[config.mk]
export PLATFORM = sky130hd
export DESIGN_NAME = cdb_arbiter_flat
export DESIGN_NICKNAME = d
export VERILOG_FILES = /design/src/rtl/cdb_arbiter_pkg.sv /design/src/rtl/cdb_arbiter_if.sv /design/src/rtl/cdb_arbiter_rr_grant.sv /design/src/rtl/cdb_arbiter.sv /design/src/flat_wrapper.sv
export SDC_FILE = /design/constraint.sdc
export NUM_CORES = 1
export LEC_CHECK = 0
export ABC_AREA = 1
export CORE_MARGIN = 10
export CORE_UTILIZATION = 37
export CTS_BUF_LIST = sky130_fd_sc_hd__clkbuf_8
export DETAILED_ROUTE_END_ITERATION = 8
export PLACE_DENSITY = 0.78
export REMOVE_ABC_BUFFERS = 1
export SYNTH_ARGS = -nofsm -noshare
export SYNTH_HDL_FRONTEND = slang
export SYNTH_SLANG_ARGS = --single-unit
[constraint.sdc]
create_clock -name clk_in -period 1.97 [get_ports clk_in]
set_input_delay 0.197 -clock clk_in [delete_from_list [all_inputs] [get_ports clk_in]]
set_output_delay 0.197 -clock clk_in [all_outputs]
set_load 0.02 [all_outputs]
[src/rtl/cdb_arbiter_pkg.sv]
// Shared constants for the CDB arbiter: default widths, requester indices, and a source-width helper.
package cdb_arbiter_pkg;

  localparam int unsigned CDB_N_REQ     = 3;
  localparam int unsigned CDB_ROB_IDX_W = 5;
  localparam int unsigned CDB_DATA_W    = 32;

  localparam int unsigned CDB_SRC_LSB  = 0;
  localparam int unsigned CDB_SRC_ALU0 = 1;
  localparam int unsigned CDB_SRC_ALU1 = 2;

  // Width of an encoded requester index; never narrower than one bit
  function automatic int unsigned cdb_src_w(input int unsigned n);
    return (n > 1) ? $clog2(n) : 1;
  endfunction

endpackage

[src/rtl/cdb_arbiter_if.sv]
// Requester-side and broadcast-side signals of the CDB arbiter.
// master = functional units / bus users, slave = the arbiter.
interface cdb_arbiter_if
  import cdb_arbiter_pkg::*;
#(
  parameter int unsigned N_REQ     = CDB_N_REQ,
  parameter int unsigned ROB_IDX_W = CDB_ROB_IDX_W,
  parameter int unsigned DATA_W    = CDB_DATA_W
);
  localparam int unsigned SRC_W = cdb_src_w(N_REQ);

  logic [N_REQ-1:0]           req_valid_in;
  logic [N_REQ*ROB_IDX_W-1:0] req_rob_id_in;
  logic [N_REQ*DATA_W-1:0]    req_value_in;
  logic [N_REQ-1:0]           req_ready_out;
  logic                       cdb_valid_out;
  logic [ROB_IDX_W-1:0]       cdb_rob_id_out;
  logic [DATA_W-1:0]          cdb_value_out;
  logic [SRC_W-1:0]           cdb_src_out;

  modport master (
    output req_valid_in, req_rob_id_in, req_value_in,
    input  req_ready_out, cdb_valid_out, cdb_rob_id_out, cdb_value_out, cdb_src_out
  );

  modport slave (
    input  req_valid_in, req_rob_id_in, req_value_in,
    output req_ready_out, cdb_valid_out, cdb_rob_id_out, cdb_value_out, cdb_src_out
  );

endinterface

[src/rtl/cdb_arbiter_rr_grant.sv]
// Combinational round-robin picker: first set request at or after ptr_i, wrapping explicitly
// so non-power-of-two requester counts work.
module rr_grant #(
  parameter int unsigned N_REQ = 3,
  parameter int unsigned SRC_W = 2
) (
  input  logic [N_REQ-1:0] req_i,
  input  logic [SRC_W-1:0] ptr_i,
  output logic [N_REQ-1:0] gnt_o,
  output logic [SRC_W-1:0] idx_o,
  output logic             any_o
);

  int unsigned cand;

  always_comb begin
    gnt_o = '0;
    idx_o = '0;
    any_o = 1'b0;
    cand  = 0;
    for (int unsigned k = 0; k < N_REQ; k++) begin
      cand = 32'(ptr_i) + k;
      if (cand >= N_REQ) cand = cand - N_REQ;
      if (!any_o && req_i[SRC_W'(cand)]) begin
        any_o                = 1'b1;
        idx_o                = SRC_W'(cand);
        gnt_o[SRC_W'(cand)]  = 1'b1;
      end
    end
  end

endmodule

[src/rtl/cdb_arbiter.sv]
// Round-robin arbiter for the common data bus; winner is registered onto the broadcast bus.
// Optional CDB_LSB_PRIORITY_EN: requester 0 (LSB) always wins and does not move the pointer.
module cdb_arbiter
  import cdb_arbiter_pkg::*;
#(
  parameter int unsigned N_REQ     = CDB_N_REQ,
  parameter int unsigned ROB_IDX_W = CDB_ROB_IDX_W,
  parameter int unsigned DATA_W    = CDB_DATA_W
) (
  input  logic          clk_in,
  input  logic          rst_in,
  input  logic          rdy_in,
  input  logic          flush_in,
  cdb_arbiter_if.slave  bus_if
);

  localparam int unsigned SRC_W = cdb_src_w(N_REQ);

  logic [N_REQ-1:0]     rr_req;
  logic [N_REQ-1:0]     rr_gnt;
  logic [SRC_W-1:0]     rr_idx;
  logic                 rr_any;
  logic                 lsb_win;

  logic [N_REQ-1:0]     win_gnt;
  logic [SRC_W-1:0]     win_idx;
  logic                 win_any;
  logic                 gate;
  logic                 accept;
  int unsigned          sel;

  logic                 cdb_valid_q, cdb_valid_d;
  logic [ROB_IDX_W-1:0] cdb_tag_q,   cdb_tag_d;
  logic [DATA_W-1:0]    cdb_value_q, cdb_value_d;
  logic [SRC_W-1:0]     cdb_src_q,   cdb_src_d;
  logic [SRC_W-1:0]     rr_ptr_q,    rr_ptr_d;

`ifdef CDB_LSB_PRIORITY_EN
  // LSB bypasses the rotation; the others share the pointer among themselves
  assign lsb_win = bus_if.req_valid_in[0];
  assign rr_req  = {bus_if.req_valid_in[N_REQ-1:1], 1'b0};
`else
  assign lsb_win = 1'b0;
  assign rr_req  = bus_if.req_valid_in;
`endif

  rr_grant #(
    .N_REQ (N_REQ),
    .SRC_W (SRC_W)
  ) u_rr_grant (
    .req_i (rr_req),
    .ptr_i (rr_ptr_q),
    .gnt_o (rr_gnt),
    .idx_o (rr_idx),
    .any_o (rr_any)
  );

  always_comb begin
    gate        = rdy_in & ~flush_in & ~rst_in;
    win_gnt     = lsb_win ? N_REQ'(1) : rr_gnt;
    win_idx     = lsb_win ? '0 : rr_idx;
    win_any     = lsb_win | rr_any;
    accept      = gate & win_any;
    sel         = 32'(win_idx);
    bus_if.req_ready_out = gate ? win_gnt : '0;

    cdb_valid_d = cdb_valid_q;
    cdb_tag_d   = cdb_tag_q;
    cdb_value_d = cdb_value_q;
    cdb_src_d   = cdb_src_q;
    rr_ptr_d    = rr_ptr_q;

    // Everything freezes while rdy_in is low; flush clears the pulse and pointer
    if (rdy_in) begin
      cdb_valid_d = accept;
      if (flush_in) begin
        rr_ptr_d = '0;
      end else if (accept) begin
        cdb_tag_d   = bus_if.req_rob_id_in[sel*ROB_IDX_W +: ROB_IDX_W];
        cdb_value_d = bus_if.req_value_in[sel*DATA_W +: DATA_W];
        cdb_src_d   = win_idx;
        if (!lsb_win)
          rr_ptr_d = (sel == N_REQ - 1) ? '0 : win_idx + SRC_W'(1);
      end
    end
  end

  always_ff @(posedge clk_in) begin
    if (rst_in) begin
      cdb_valid_q <= 1'b0;
      cdb_tag_q   <= '0;
      cdb_value_q <= '0;
      cdb_src_q   <= '0;
      rr_ptr_q    <= '0;
    end else begin
      cdb_valid_q <= cdb_valid_d;
      cdb_tag_q   <= cdb_tag_d;
      cdb_value_q <= cdb_value_d;
      cdb_src_q   <= cdb_src_d;
      rr_ptr_q    <= rr_ptr_d;
    end
  end

  assign bus_if.cdb_valid_out  = cdb_valid_q;
  assign bus_if.cdb_rob_id_out = cdb_tag_q;
  assign bus_if.cdb_value_out  = cdb_value_q;
  assign bus_if.cdb_src_out    = cdb_src_q;

endmodule
[src/flat_wrapper.sv]
// flat-port wrapper written by rule: the top's interface ports become plain ports
module cdb_arbiter_flat import cdb_arbiter_pkg::*;
#(
  parameter int unsigned N_REQ     = CDB_N_REQ,
  parameter int unsigned ROB_IDX_W = CDB_ROB_IDX_W,
  parameter int unsigned DATA_W    = CDB_DATA_W
)
  (clk_in, rst_in, rdy_in, flush_in, bus_if_req_valid_in, bus_if_req_rob_id_in, bus_if_req_value_in, bus_if_req_ready_out, bus_if_cdb_valid_out, bus_if_cdb_rob_id_out, bus_if_cdb_value_out, bus_if_cdb_src_out);
  cdb_arbiter_if #(.N_REQ(N_REQ), .ROB_IDX_W(ROB_IDX_W), .DATA_W(DATA_W)) bus_if_i ();
  input  logic clk_in;
  input  logic rst_in;
  input  logic rdy_in;
  input  logic flush_in;
  input wire logic [$bits(bus_if_i.req_valid_in)-1:0] bus_if_req_valid_in;
  input wire logic [$bits(bus_if_i.req_rob_id_in)-1:0] bus_if_req_rob_id_in;
  input wire logic [$bits(bus_if_i.req_value_in)-1:0] bus_if_req_value_in;
  output wire logic [$bits(bus_if_i.req_ready_out)-1:0] bus_if_req_ready_out;
  output wire logic [$bits(bus_if_i.cdb_valid_out)-1:0] bus_if_cdb_valid_out;
  output wire logic [$bits(bus_if_i.cdb_rob_id_out)-1:0] bus_if_cdb_rob_id_out;
  output wire logic [$bits(bus_if_i.cdb_value_out)-1:0] bus_if_cdb_value_out;
  output wire logic [$bits(bus_if_i.cdb_src_out)-1:0] bus_if_cdb_src_out;
  assign bus_if_i.req_valid_in = bus_if_req_valid_in;
  assign bus_if_i.req_rob_id_in = bus_if_req_rob_id_in;
  assign bus_if_i.req_value_in = bus_if_req_value_in;
  assign bus_if_req_ready_out = bus_if_i.req_ready_out;
  assign bus_if_cdb_valid_out = bus_if_i.cdb_valid_out;
  assign bus_if_cdb_rob_id_out = bus_if_i.cdb_rob_id_out;
  assign bus_if_cdb_value_out = bus_if_i.cdb_value_out;
  assign bus_if_cdb_src_out = bus_if_i.cdb_src_out;
  cdb_arbiter #(.N_REQ(N_REQ), .ROB_IDX_W(ROB_IDX_W), .DATA_W(DATA_W)) u_core (.clk_in(clk_in), .rst_in(rst_in), .rdy_in(rdy_in), .flush_in(flush_in), .bus_if(bus_if_i));
endmodule
==> report_table.html, run 1 <==
<table>
<tr><th>Metric</th><th>Value</th></tr>
<tr><th colspan="2">GRT</th></tr>
<tr><td>Total routing usage reported by global routing</td><td>roughly a fifth</td></tr>
<tr><td>Antenna violations before repair</td><td>0</td></tr>
<tr><td>Vias in the first global route</td><td>4045</td></tr>
<tr><td>Wire length of the first global-routing pass</td><td>19900 um</td></tr>
<tr><td>Overall overflow remaining after global route</td><td>0</td></tr>
<tr><td>Largest net degree at the start of global routing</td><td>39</td></tr>
<tr><th colspan="2">Drt</th></tr>
<tr><td>Vias</td><td>4185</td></tr>
<tr><td>WL per Instance</td><td>15.7 um</td></tr>
<tr><td>Sum of routed wire length over all layers</td><td>~14000 um</td></tr>
<tr><td>DRC violations left</td><td>0</td></tr>
<tr><td>Vias/cell</td><td>4.87</td></tr>
<tr><td>Number of iterations in the first detailed-routing pass</td><td>4</td></tr>
<tr><td>First-iteration detailed-routing DRC count</td><td>about 210</td></tr>
<tr><td>Detail Route Antenna Nets</td><td>0</td></tr>
<tr><th colspan="2">Placement</th></tr>
<tr><td>Routability cong.</td><td>0.908</td></tr>
<tr><td>Total of buffers placed on input and output ports</td><td>160</td></tr>
<tr><td>Total placed cells including tap cells</td><td>828</td></tr>
<tr><td>Placed standard-cell area</td><td>5020 sq um</td></tr>
<tr><td>Post-DP HPWL</td><td>9090 um</td></tr>
<tr><th colspan="2">Power and ir drop</th></tr>
<tr><td>Largest vdd supply drop</td><td>0.000359 V</td></tr>
<tr><td>PwrDens</td><td>527 nW/um^2</td></tr>
<tr><td>Leakage Power</td><td>about 2.5 nW</td></tr>
<tr><th colspan="2">STA</th></tr>
<tr><td>Final Hold Viols</td><td>0</td></tr>
<tr><td>Setup violators final</td><td>42</td></tr>
<tr><td>Portion of the clock cycle consumed by the worst path in the final layout</td><td>110%</td></tr>
<tr><td>Worst clock skew</td><td>7.31 ps</td></tr>
<tr><td>Fin crit period</td><td>2170 ps</td></tr>
<tr><td>Max Clock Freq</td><td>461 MHz</td></tr>
<tr><td>Fin worst setup slack</td><td>-201 ps</td></tr>
<tr><td>Actual transition at the worst max-transition pin</td><td>460 ps</td></tr>
<tr><td>Final count of pins violating max slew</td><td>0</td></tr>
<tr><td>Unrepaired setup endpoints after global routing</td><td>yes</td></tr>
<tr><td>Rel. slew slack</td><td>69.4%</td></tr>
<tr><th colspan="2">Synthesis</th></tr>
<tr><td>Post-synthesis instance total</td><td>between 500 and 600</td></tr>
<tr><td>Most used flip-flop cell after synthesis</td><td>sky130_fd_sc_hd__dfxtp_1</td></tr>
<tr><td>Fraction of registers with async set or reset after synthesis</td><td>0%</td></tr>
<tr><td>Post-synthesis area per instance</td><td>5.59 sq um</td></tr>
<tr><td>Number of flops mapped to enable cells by yosys</td><td>0</td></tr>
<tr><td>Count of unique library cells instantiated by Yosys</td><td>23</td></tr>
<tr><td>Sequential-to-total area share from yosys stat</td><td>26.8%</td></tr>
<tr><td>Area of the mapped netlist</td><td>3140 sq um</td></tr>
<tr><td>Synth Warn #</td><td>0</td></tr>
<tr><td>Synth Register Bits</td><td>42</td></tr>
<tr><th colspan="2">Setup path</th></tr>
<tr><td>Worst-case reg-to-reg path depth</td><td>14</td></tr>
<tr><td>Arrival @ worst endpoint</td><td>2380 ps</td></tr>
<tr><td>Largest driver fanout on the critical path</td><td>7</td></tr>
<tr><td>Worst setup SP type</td><td>flip-flop</td></tr>
<tr><td>Critical path endpoint category</td><td>flip-flop</td></tr>
<tr><td>Category of the critical setup timing path</td><td>reg2reg</td></tr>
<tr><td>Worst Path Required</td><td>between 2000 and 2500 ps</td></tr>
<tr><th colspan="2">Floorplan</th></tr>
<tr><td>Die H</td><td>between 100 and 150 um</td></tr>
<tr><td>Die width</td><td>about 110 um</td></tr>
<tr><td>Starting density of the core</td><td>38.0%</td></tr>
<tr><td>Total I/O pin count</td><td>161</td></tr>
<tr><td>Core Area</td><td>8260 sq um</td></tr>
<tr><td>Standard-cell row count</td><td>33</td></tr>
<tr><td>Die area</td><td>12600 sq um</td></tr>
<tr><th colspan="2">Hold path</th></tr>
<tr><td>Worst hold path depth</td><td>2</td></tr>
<tr><td>Min-delay worst type</td><td>reg2reg</td></tr>
<tr><th colspan="2">Final layout</th></tr>
<tr><td>N_diodes</td><td>0</td></tr>
<tr><td># nets final</td><td>slightly below 900</td></tr>
<tr><td>Layout cell share with drive strength beyond 1</td><td>21.2%</td></tr>
<tr><td>Final Instance Count excl. Fillers</td><td>860</td></tr>
<tr><td>Post-route cell area</td><td>5910 sq um</td></tr>
<tr><td>Area growth from synthesis to layout</td><td>88.3%</td></tr>
<tr><th colspan="2">Clock network</th></tr>
<tr><td>Root cell of the clock tree</td><td>sky130_fd_sc_hd__clkbuf_8</td></tr>
<tr><td>TritonCTS clock tree</td><td>yes</td></tr>
<tr><td>Sinks on the clock net</td><td>42</td></tr>
<tr><td>Maximum buffer depth of the clock tree</td><td>2</td></tr>
<tr><td>Deepest level of the CTS H-tree</td><td>2</td></tr>
<tr><td>Clock Latency Late Sink</td><td>between 200 and 300 ps</td></tr>
<tr><td>Number of buffers created by CTS</td><td>5</td></tr>
<tr><td>Clock transition time at the flip-flop clock pins of the worst setup and hold paths</td><td>80 ps</td></tr>
<tr><td>Hold buffer count at CTS</td><td>0</td></tr>
<tr><th colspan="2">Outcome</th></tr>
<tr><td>Violated checks</td><td>negative setup slack</td></tr>
<tr><td>Run status</td><td>complete, but fails checks</td></tr>
<tr><th colspan="2">Flow run</th></tr>
<tr><td>Maxcap violations</td><td>0</td></tr>
</table>
cells in the mapped netlist, types with 2 or more instances:
| cell | n | area share [%] |
|---|---|---|
| sky130_fd_sc_hd__nand4_1 | 2 | 0.40 |
| sky130_fd_sc_hd__nand3_1 | 85 | 14 |
| sky130_fd_sc_hd__nand2_2 | 3 | 0.60 |
| sky130_fd_sc_hd__nand3_2 | 3 | 0.96 |
| sky130_fd_sc_hd__a21oi_1 | 47 | 7.5 |
| sky130_fd_sc_hd__o21ai_1 | 2 | 0.32 |
| sky130_fd_sc_hd__clkbuf_1 | 7 | 0.84 |
| sky130_fd_sc_hd__dfxtp_1 | 42 | 27 |
| sky130_fd_sc_hd__buf_2 | 15 | 2.4 |
| sky130_fd_sc_hd__ha_1 | 4 | 1.6 |
| sky130_fd_sc_hd__a31oi_1 | 3 | 0.60 |
| sky130_fd_sc_hd__inv_1 | 117 | 14 |
| sky130_fd_sc_hd__nand2_1 | 98 | 12 |
| sky130_fd_sc_hd__nand3b_1 | 2 | 0.48 |
| sky130_fd_sc_hd__nor2_1 | 108 | 13 |
| sky130_fd_sc_hd__buf_6 | 7 | 2.5 |
| sky130_fd_sc_hd__o21ai_0 | 4 | 0.64 |
| sky130_fd_sc_hd__inv_2 | 8 | 0.96 |
path summary, 6_finish.rpt:
path | slack [ps] | end | start
setup / recovery | -200 | u_core.bus_if.cdb_value_out[13] | u_core.rr_ptr_q[0]
hold / removal | 480 | u_core.bus_if.cdb_valid_out | u_core.bus_if.cdb_valid_out
setup reg to reg | -200 | u_core.bus_if.cdb_value_out[13] | u_core.rr_ptr_q[0]
hold reg to reg | 480 | u_core.bus_if.cdb_valid_out | u_core.bus_if.cdb_valid_out
metal layers:
metal / wire, um / vias up / global-route usage, %
met5: 0 / - / 0
met4: 230 / 0 / 3.89
met3: 1220 / 22 / 6.82
met2: 6700 / 169 / 32.5
met1: 5390 / 1905 / 21.8
li1: - / 2089 / -
per-stage QoR:
step	util, %	hold WS [ps]	worst slack [ps]	power [mW]	TNS [ps]
3_3_place_gp	60.8	459	-267	2.20	-6390
5_1_grt	71.6	520	-286	3.30	-10440
3_5_place_dp	60.8	465	-310	2.22	-9150
2_1_floorplan	-	266	-1150	1.54	-43880
4_1_cts	65.5	478	-93.9	2.90	-2200
6_report	71.6	476	-201	3.12	-5890
sequential cells by signal, indices dropped and copies added, names as in the netlist:
register / flops
u_core.bus_if.cdb_rob_id_out: 5
u_core.bus_if.cdb_src_out: 2
u_core.bus_if.cdb_valid_out: 1
u_core.bus_if.cdb_value_out: 32
u_core.rr_ptr_q: 2
cells in the final DEF (no fill, tap or decap), types with 4 or more instances in the layout:
cell type | Yosys | layout
sky130_fd_sc_hd__nand2_2 | 3 | 14
sky130_fd_sc_hd__nor2_2 | 0 | 18
sky130_fd_sc_hd__a21oi_1 | 47 | 37
sky130_fd_sc_hd__inv_1 | 117 | 114
sky130_fd_sc_hd__buf_4 | 1 | 31
sky130_fd_sc_hd__nor2_1 | 108 | 78
sky130_fd_sc_hd__nand3_2 | 3 | 13
sky130_fd_sc_hd__nand3_1 | 85 | 72
sky130_fd_sc_hd__nand2_4 | 1 | 4
sky130_fd_sc_hd__a21oi_2 | 0 | 9
sky130_fd_sc_hd__clkbuf_8 | 0 | 6
sky130_fd_sc_hd__inv_2 | 8 | 8
sky130_fd_sc_hd__nor2_4 | 1 | 13
sky130_fd_sc_hd__nand2_1 | 98 | 84
sky130_fd_sc_hd__clkdlybuf4s50_1 | 0 | 157
sky130_fd_sc_hd__clkbuf_16 | 0 | 7
sky130_fd_sc_hd__dfxtp_1 | 42 | 40
sky130_fd_sc_hd__buf_6 | 7 | 9
sky130_fd_sc_hd__buf_12 | 0 | 10
timing repair:
action,4_1_cts,5_1_grt
cloned,3,8
pin swaps,21,31
endpoints found under the setup margin,44,44
buffers inserted,9,6
gates resized for setup,56,78
power by group:
group          switching [mW]  internal (mW)  leakage [nW]
sequential             0.0312          0.906         0.343
combinational           0.823          0.802          2.14
clock                   0.284          0.271        0.0431
cell families after synthesis:
group,Yosys count,share of synthesized area [%]
AO/OA/AOI/OAI,56,9.04
flip-flops,42,26.8
buffers and inverters,155,20.9
AND/OR/NAND/NOR,305,41.7
adder cells (fa/ha/maj),4,1.59
area by class of cell:
class	count	area (sq um)
sequential	42	846
tap	105	131
multi-input combinational	365	2010
clock buffer	6	82.6
fill	660	2340
timing repair buffer	217	2360
inverter	125	482
worst max-delay path, stage by stage, from the launching register on:
cell,delay [ps]
sky130_fd_sc_hd__dfxtp_2,340
sky130_fd_sc_hd__inv_2,50
sky130_fd_sc_hd__ha_4,310
sky130_fd_sc_hd__buf_12,110
sky130_fd_sc_hd__nand3_1,70
sky130_fd_sc_hd__nand2_1,140
sky130_fd_sc_hd__nand4_1,140
sky130_fd_sc_hd__buf_4,170
sky130_fd_sc_hd__nand2_4,100
sky130_fd_sc_hd__buf_12,160
sky130_fd_sc_hd__buf_6,130
sky130_fd_sc_hd__nand2_1,80
sky130_fd_sc_hd__nor2_4,100
sky130_fd_sc_hd__nor2_1,40
sky130_fd_sc_hd__a21oi_1,150
Power figures use the tool's default switching activity.
==> run 2, diff against run 1 <==
- CAP_MARGIN: default -> 25
- GPL_TIMING_DRIVEN: default -> 0
==> run 2 against run 1 <==
The flow still finishes with violations (negative setup slack). Clock power increased by 6.1%. Combinational power increased by 12%. Worst hold slack improved by 7.0 ps. Sequential share of layout area increased by 0.13 points. First-iteration DRC count increased by 78%. Final cell count decreased by 0.23%. Global-route usage increased by 2.9 points. Largest power group unchanged.
==> report_table.html, run 2 (synthesis gave the netlist of run 1 again) <==
<table>
<tr><th>Metric</th><th>Value</th></tr>
<tr><th colspan="2">Floorplan</th></tr>
<tr><td>Core Area</td><td>8260 sq um (unchanged)</td></tr>
<tr><td>Die area</td><td>12600 sq um (unchanged)</td></tr>
<tr><td>Total I/O pin count</td><td>161 (unchanged)</td></tr>
<tr><td>Starting density of the core</td><td>38.0% (unchanged)</td></tr>
<tr><td>Die H</td><td>112 um (unchanged)</td></tr>
<tr><td>Die width</td><td>112 um (unchanged)</td></tr>
<tr><td>Standard-cell row count</td><td>33 (unchanged)</td></tr>
<tr><th colspan="2">Final layout</th></tr>
<tr><td>Area growth from synthesis to layout</td><td>86.7% (was 88.3%)</td></tr>
<tr><td>Filler cell count in the final layout</td><td>659 (was 660)</td></tr>
<tr><td>Layout cell share with drive strength beyond 1</td><td>18.5% (was 21.2%)</td></tr>
<tr><td>Final Instance Count excl. Fillers</td><td>858 (was 860)</td></tr>
<tr><td>Highest-count cells in the layout ignoring fill and taps</td><td>sky130_fd_sc_hd__clkdlybuf4s50_1 (156), sky130_fd_sc_hd__inv_1 (114), sky130_fd_sc_hd__nor2_1 (103) (was sky130_fd_sc_hd__clkdlybuf4s50_1 (157), sky130_fd_sc_hd__inv_1 (114), sky130_fd_sc_hd__nand2_1 (84))</td></tr>
<tr><td>Leading cell type in the layout, fill and taps excluded</td><td>sky130_fd_sc_hd__clkdlybuf4s50_1 (unchanged)</td></tr>
<tr><td>N_diodes</td><td>0 (unchanged)</td></tr>
<tr><td>Largest register FFs</td><td>32 (unchanged)</td></tr>
<tr><td># nets final</td><td>874 (was 878)</td></tr>
<tr><td>Post-route cell area</td><td>5860 sq um (was 5910 sq um)</td></tr>
<tr><th colspan="2">Drt</th></tr>
<tr><td>Highest metal layer used by the detailed router</td><td>met4 (unchanged)</td></tr>
<tr><td>DRC violations left</td><td>0 (unchanged)</td></tr>
<tr><td>Sum of routed wire length over all layers</td><td>16400 um (was 13500 um)</td></tr>
<tr><td>Met3 WL post-DR</td><td>1660 um (was 1220 um)</td></tr>
<tr><td>Vias</td><td>4444 (was 4185)</td></tr>
<tr><td>Detail Route Antenna Nets</td><td>0 (unchanged)</td></tr>
<tr><td>Met2 wire length</td><td>8050 um (was 6700 um)</td></tr>
<tr><td>Vias/cell</td><td>5.18 (was 4.87)</td></tr>
<tr><td>Detailed-routing wirelength on met1</td><td>6060 um (was 5390 um)</td></tr>
<tr><td>First-iteration detailed-routing DRC count</td><td>372 (was 209)</td></tr>
<tr><td>WL per Instance</td><td>19.1 um (was 15.7 um)</td></tr>
<tr><td>Number of iterations in the first detailed-routing pass</td><td>5 (was 4)</td></tr>
<tr><th colspan="2">Setup path</th></tr>
<tr><td>Critical path endpoint category</td><td>output port (was flip-flop)</td></tr>
<tr><td>Worst setup SP type</td><td>flip-flop (unchanged)</td></tr>
<tr><td>Worst Path Required</td><td>1770 ps (was 2180 ps)</td></tr>
<tr><td>Capturing point of the worst reg2reg path</td><td>u_core.bus_if.cdb_rob_id_out[1] (was u_core.bus_if.cdb_value_out[13])</td></tr>
<tr><td>Largest driver fanout on the critical path</td><td>8 (was 7)</td></tr>
<tr><td>Setup slack on the worst flop-to-flop path</td><td>-340 ps (was -200 ps)</td></tr>
<tr><td>Category of the critical setup timing path</td><td>reg2out (was reg2reg)</td></tr>
<tr><td>Source of the worst register-to-register timing path</td><td>u_core.rr_ptr_q[0] (unchanged)</td></tr>
<tr><td>Arrival @ worst endpoint</td><td>2190 ps (was 2380 ps)</td></tr>
<tr><td>Worst-case reg-to-reg path depth</td><td>13 (was 14)</td></tr>
<tr><th colspan="2">Hold path</th></tr>
<tr><td>Worst hold path depth</td><td>2 (unchanged)</td></tr>
<tr><td>Endpoint, Worst Hold</td><td>u_core.bus_if.cdb_src_out[0] (was u_core.bus_if.cdb_valid_out)</td></tr>
<tr><td>Min-delay worst type</td><td>reg2reg (unchanged)</td></tr>
<tr><td>Source of the worst hold timing path</td><td>u_core.bus_if.cdb_src_out[0] (was u_core.bus_if.cdb_valid_out)</td></tr>
<tr><th colspan="2">Outcome</th></tr>
<tr><td>Violated checks</td><td>negative setup slack (unchanged)</td></tr>
<tr><td>Run status</td><td>complete, but fails checks (unchanged)</td></tr>
<tr><th colspan="2">Placement</th></tr>
<tr><td>Total placed cells including tap cells</td><td>799 (was 828)</td></tr>
<tr><td>Placed standard-cell area</td><td>4740 sq um (was 5020 sq um)</td></tr>
<tr><td>Routability cong.</td><td>0.904 (was 0.908)</td></tr>
<tr><td>Worst slack after detailed placement</td><td>-1680 ps (was -310 ps)</td></tr>
<tr><td>Total of buffers placed on input and output ports</td><td>160 (unchanged)</td></tr>
<tr><td>Post-DP HPWL</td><td>8400 um (was 9090 um)</td></tr>
<tr><th colspan="2">Flow run</th></tr>
<tr><td>Maxcap violations</td><td>0 (unchanged)</td></tr>
<tr><th colspan="2">Clock network</th></tr>
<tr><td>TritonCTS clock tree</td><td>yes (unchanged)</td></tr>
<tr><td>Hold buffer count at CTS</td><td>0 (unchanged)</td></tr>
<tr><td>Root cell of the clock tree</td><td>sky130_fd_sc_hd__clkbuf_8 (unchanged)</td></tr>
<tr><td>Sinks on the clock net</td><td>42 (unchanged)</td></tr>
<tr><td>Clock transition time at the flip-flop clock pins of the worst setup and hold paths</td><td>80 ps (about the same)</td></tr>
<tr><td>Maximum buffer depth of the clock tree</td><td>2 (unchanged)</td></tr>
<tr><td>Number of buffers created by CTS</td><td>5 (unchanged)</td></tr>
<tr><td>Deepest level of the CTS H-tree</td><td>2 (unchanged)</td></tr>
<tr><td>Clock Latency Late Sink</td><td>300 ps (was 280 ps)</td></tr>
<tr><th colspan="2">GRT</th></tr>
<tr><td>Antenna violations before repair</td><td>0 (unchanged)</td></tr>
<tr><td>Wire length of the first global-routing pass</td><td>22500 um (was 19900 um)</td></tr>
<tr><td>Total routing usage reported by global routing</td><td>21.7% (was 18.8%)</td></tr>
<tr><td>Overall overflow remaining after global route</td><td>0 (unchanged)</td></tr>
<tr><td>Vias in the first global route</td><td>4316 (was 4045)</td></tr>
<tr><td>Largest net degree at the start of global routing</td><td>40 (was 39)</td></tr>
<tr><th colspan="2">Power and ir drop</th></tr>
<tr><td>Leakage Power</td><td>2.53 nW (about the same)</td></tr>
<tr><td>Largest vdd supply drop</td><td>0.000283 V (was 0.000359 V)</td></tr>
<tr><td>PwrDens</td><td>568 nW/um^2 (was 527 nW/um^2)</td></tr>
<tr><td>Post-layout power</td><td>3.33 mW (was 3.12 mW)</td></tr>
<tr><th colspan="2">STA</th></tr>
<tr><td>Rel. slew slack</td><td>42.6% (was 69.4%)</td></tr>
<tr><td>Portion of the clock cycle consumed by the worst path in the final layout</td><td>121% (was 110%)</td></tr>
<tr><td>Final count of pins violating max slew</td><td>0 (unchanged)</td></tr>
<tr><td>Post-route worst hold slack</td><td>483 ps (was 476 ps)</td></tr>
<tr><td>Worst clock skew</td><td>5.68 ps (was 7.31 ps)</td></tr>
<tr><td>Unrepaired setup endpoints after global routing</td><td>yes (unchanged)</td></tr>
<tr><td>Setup violators final</td><td>44 (was 42)</td></tr>
<tr><td>Final Hold Viols</td><td>0 (unchanged)</td></tr>
<tr><td>Max Clock Freq</td><td>420 MHz (was 461 MHz)</td></tr>
<tr><td>Fin worst setup slack</td><td>-412 ps (was -201 ps)</td></tr>
<tr><td>Fin crit period</td><td>2380 ps (was 2170 ps)</td></tr>
<tr><td>Actual transition at the worst max-transition pin</td><td>861 ps (was 460 ps)</td></tr>
</table>
run 2: worst max-delay path, stage by stage (launching register included):
cell,delay [ps]
sky130_fd_sc_hd__dfxtp_4,370
sky130_fd_sc_hd__inv_4,40
sky130_fd_sc_hd__ha_4,340
sky130_fd_sc_hd__inv_6,60
sky130_fd_sc_hd__buf_4,130
sky130_fd_sc_hd__nand3_1,100
sky130_fd_sc_hd__nand2_4,90
sky130_fd_sc_hd__nand3_2,110
sky130_fd_sc_hd__o21ai_2,90
sky130_fd_sc_hd__a21oi_1,250
sky130_fd_sc_hd__nor2_1,110
sky130_fd_sc_hd__buf_4,180
run 2: area by class of cell:
cell class / instances / area [sq um] / area share [%]
inverters: 125 / 502 / 8.56
well taps: 105 / 131 / 2.24
clock inverters: 2 / 8.76 / 0.149
repair buffers: 205 / 2180 / 37.2
repair inverters: 2 / 20.0 / 0.341
multi-input cells: 371 / 2090 / 35.7
flip-flops and latches: 42 / 846 / 14.4
clock buffers: 6 / 82.6 / 1.41
run 2: timing repair:
action | CTS | global route
setup endpoints to repair | 44 | 44
buffers inserted | 27 | 11
gates resized for setup | 63 | 64
gates cloned | 7 | 6
pin swaps | 15 | 23
run 2: how the worst max path moves through the flow:
| stage | slack (ps) | cells after the start | endpoint | from |
|---|---|---|---|---|
| after floorplan | -1150 | 12 | u_core.bus_if.cdb_rob_id_out[1] | u_core.rr_ptr_q[0] |
| after global placement | -2730 | 12 | u_core.bus_if.cdb_value_out[29] | u_core.rr_ptr_q[0] |
| after detailed placement | -1680 | 13 | u_core.bus_if.cdb_value_out[29] | u_core.rr_ptr_q[0] |
| after CTS | -110 | 11 | bus_if_req_ready_out[1] | u_core.rr_ptr_q[0] |
| after global routing | -450 | 11 | bus_if_req_ready_out[0] | u_core.rr_ptr_q[0] |
| final | -410 | 11 | bus_if_req_ready_out[0] | u_core.rr_ptr_q[0] |
run 2: metal layers:
layer,track usage (%),vias up
met4,9.48,0
met1,23.5,2018
met5,0,-
li1,-,2090
met2,37.5,282
met3,7.61,54
run 2: where the power goes:
part	internal (mW)	total (mW)	switching, mW
Clock	0.278	0.589	0.311
Combinational	0.843	1.81	0.963
Sequential	0.907	0.938	0.0311
Total	2.03	3.33	1.30
run 2: per-stage QoR:
step           TNS, ps  utilization, %
3_3_place_gp   -110700            56.7
2_1_floorplan   -43880               -
6_report        -10990            71.0
5_1_grt         -12210            71.0
4_1_cts          -2220            65.3
3_5_place_dp    -64200            57.4
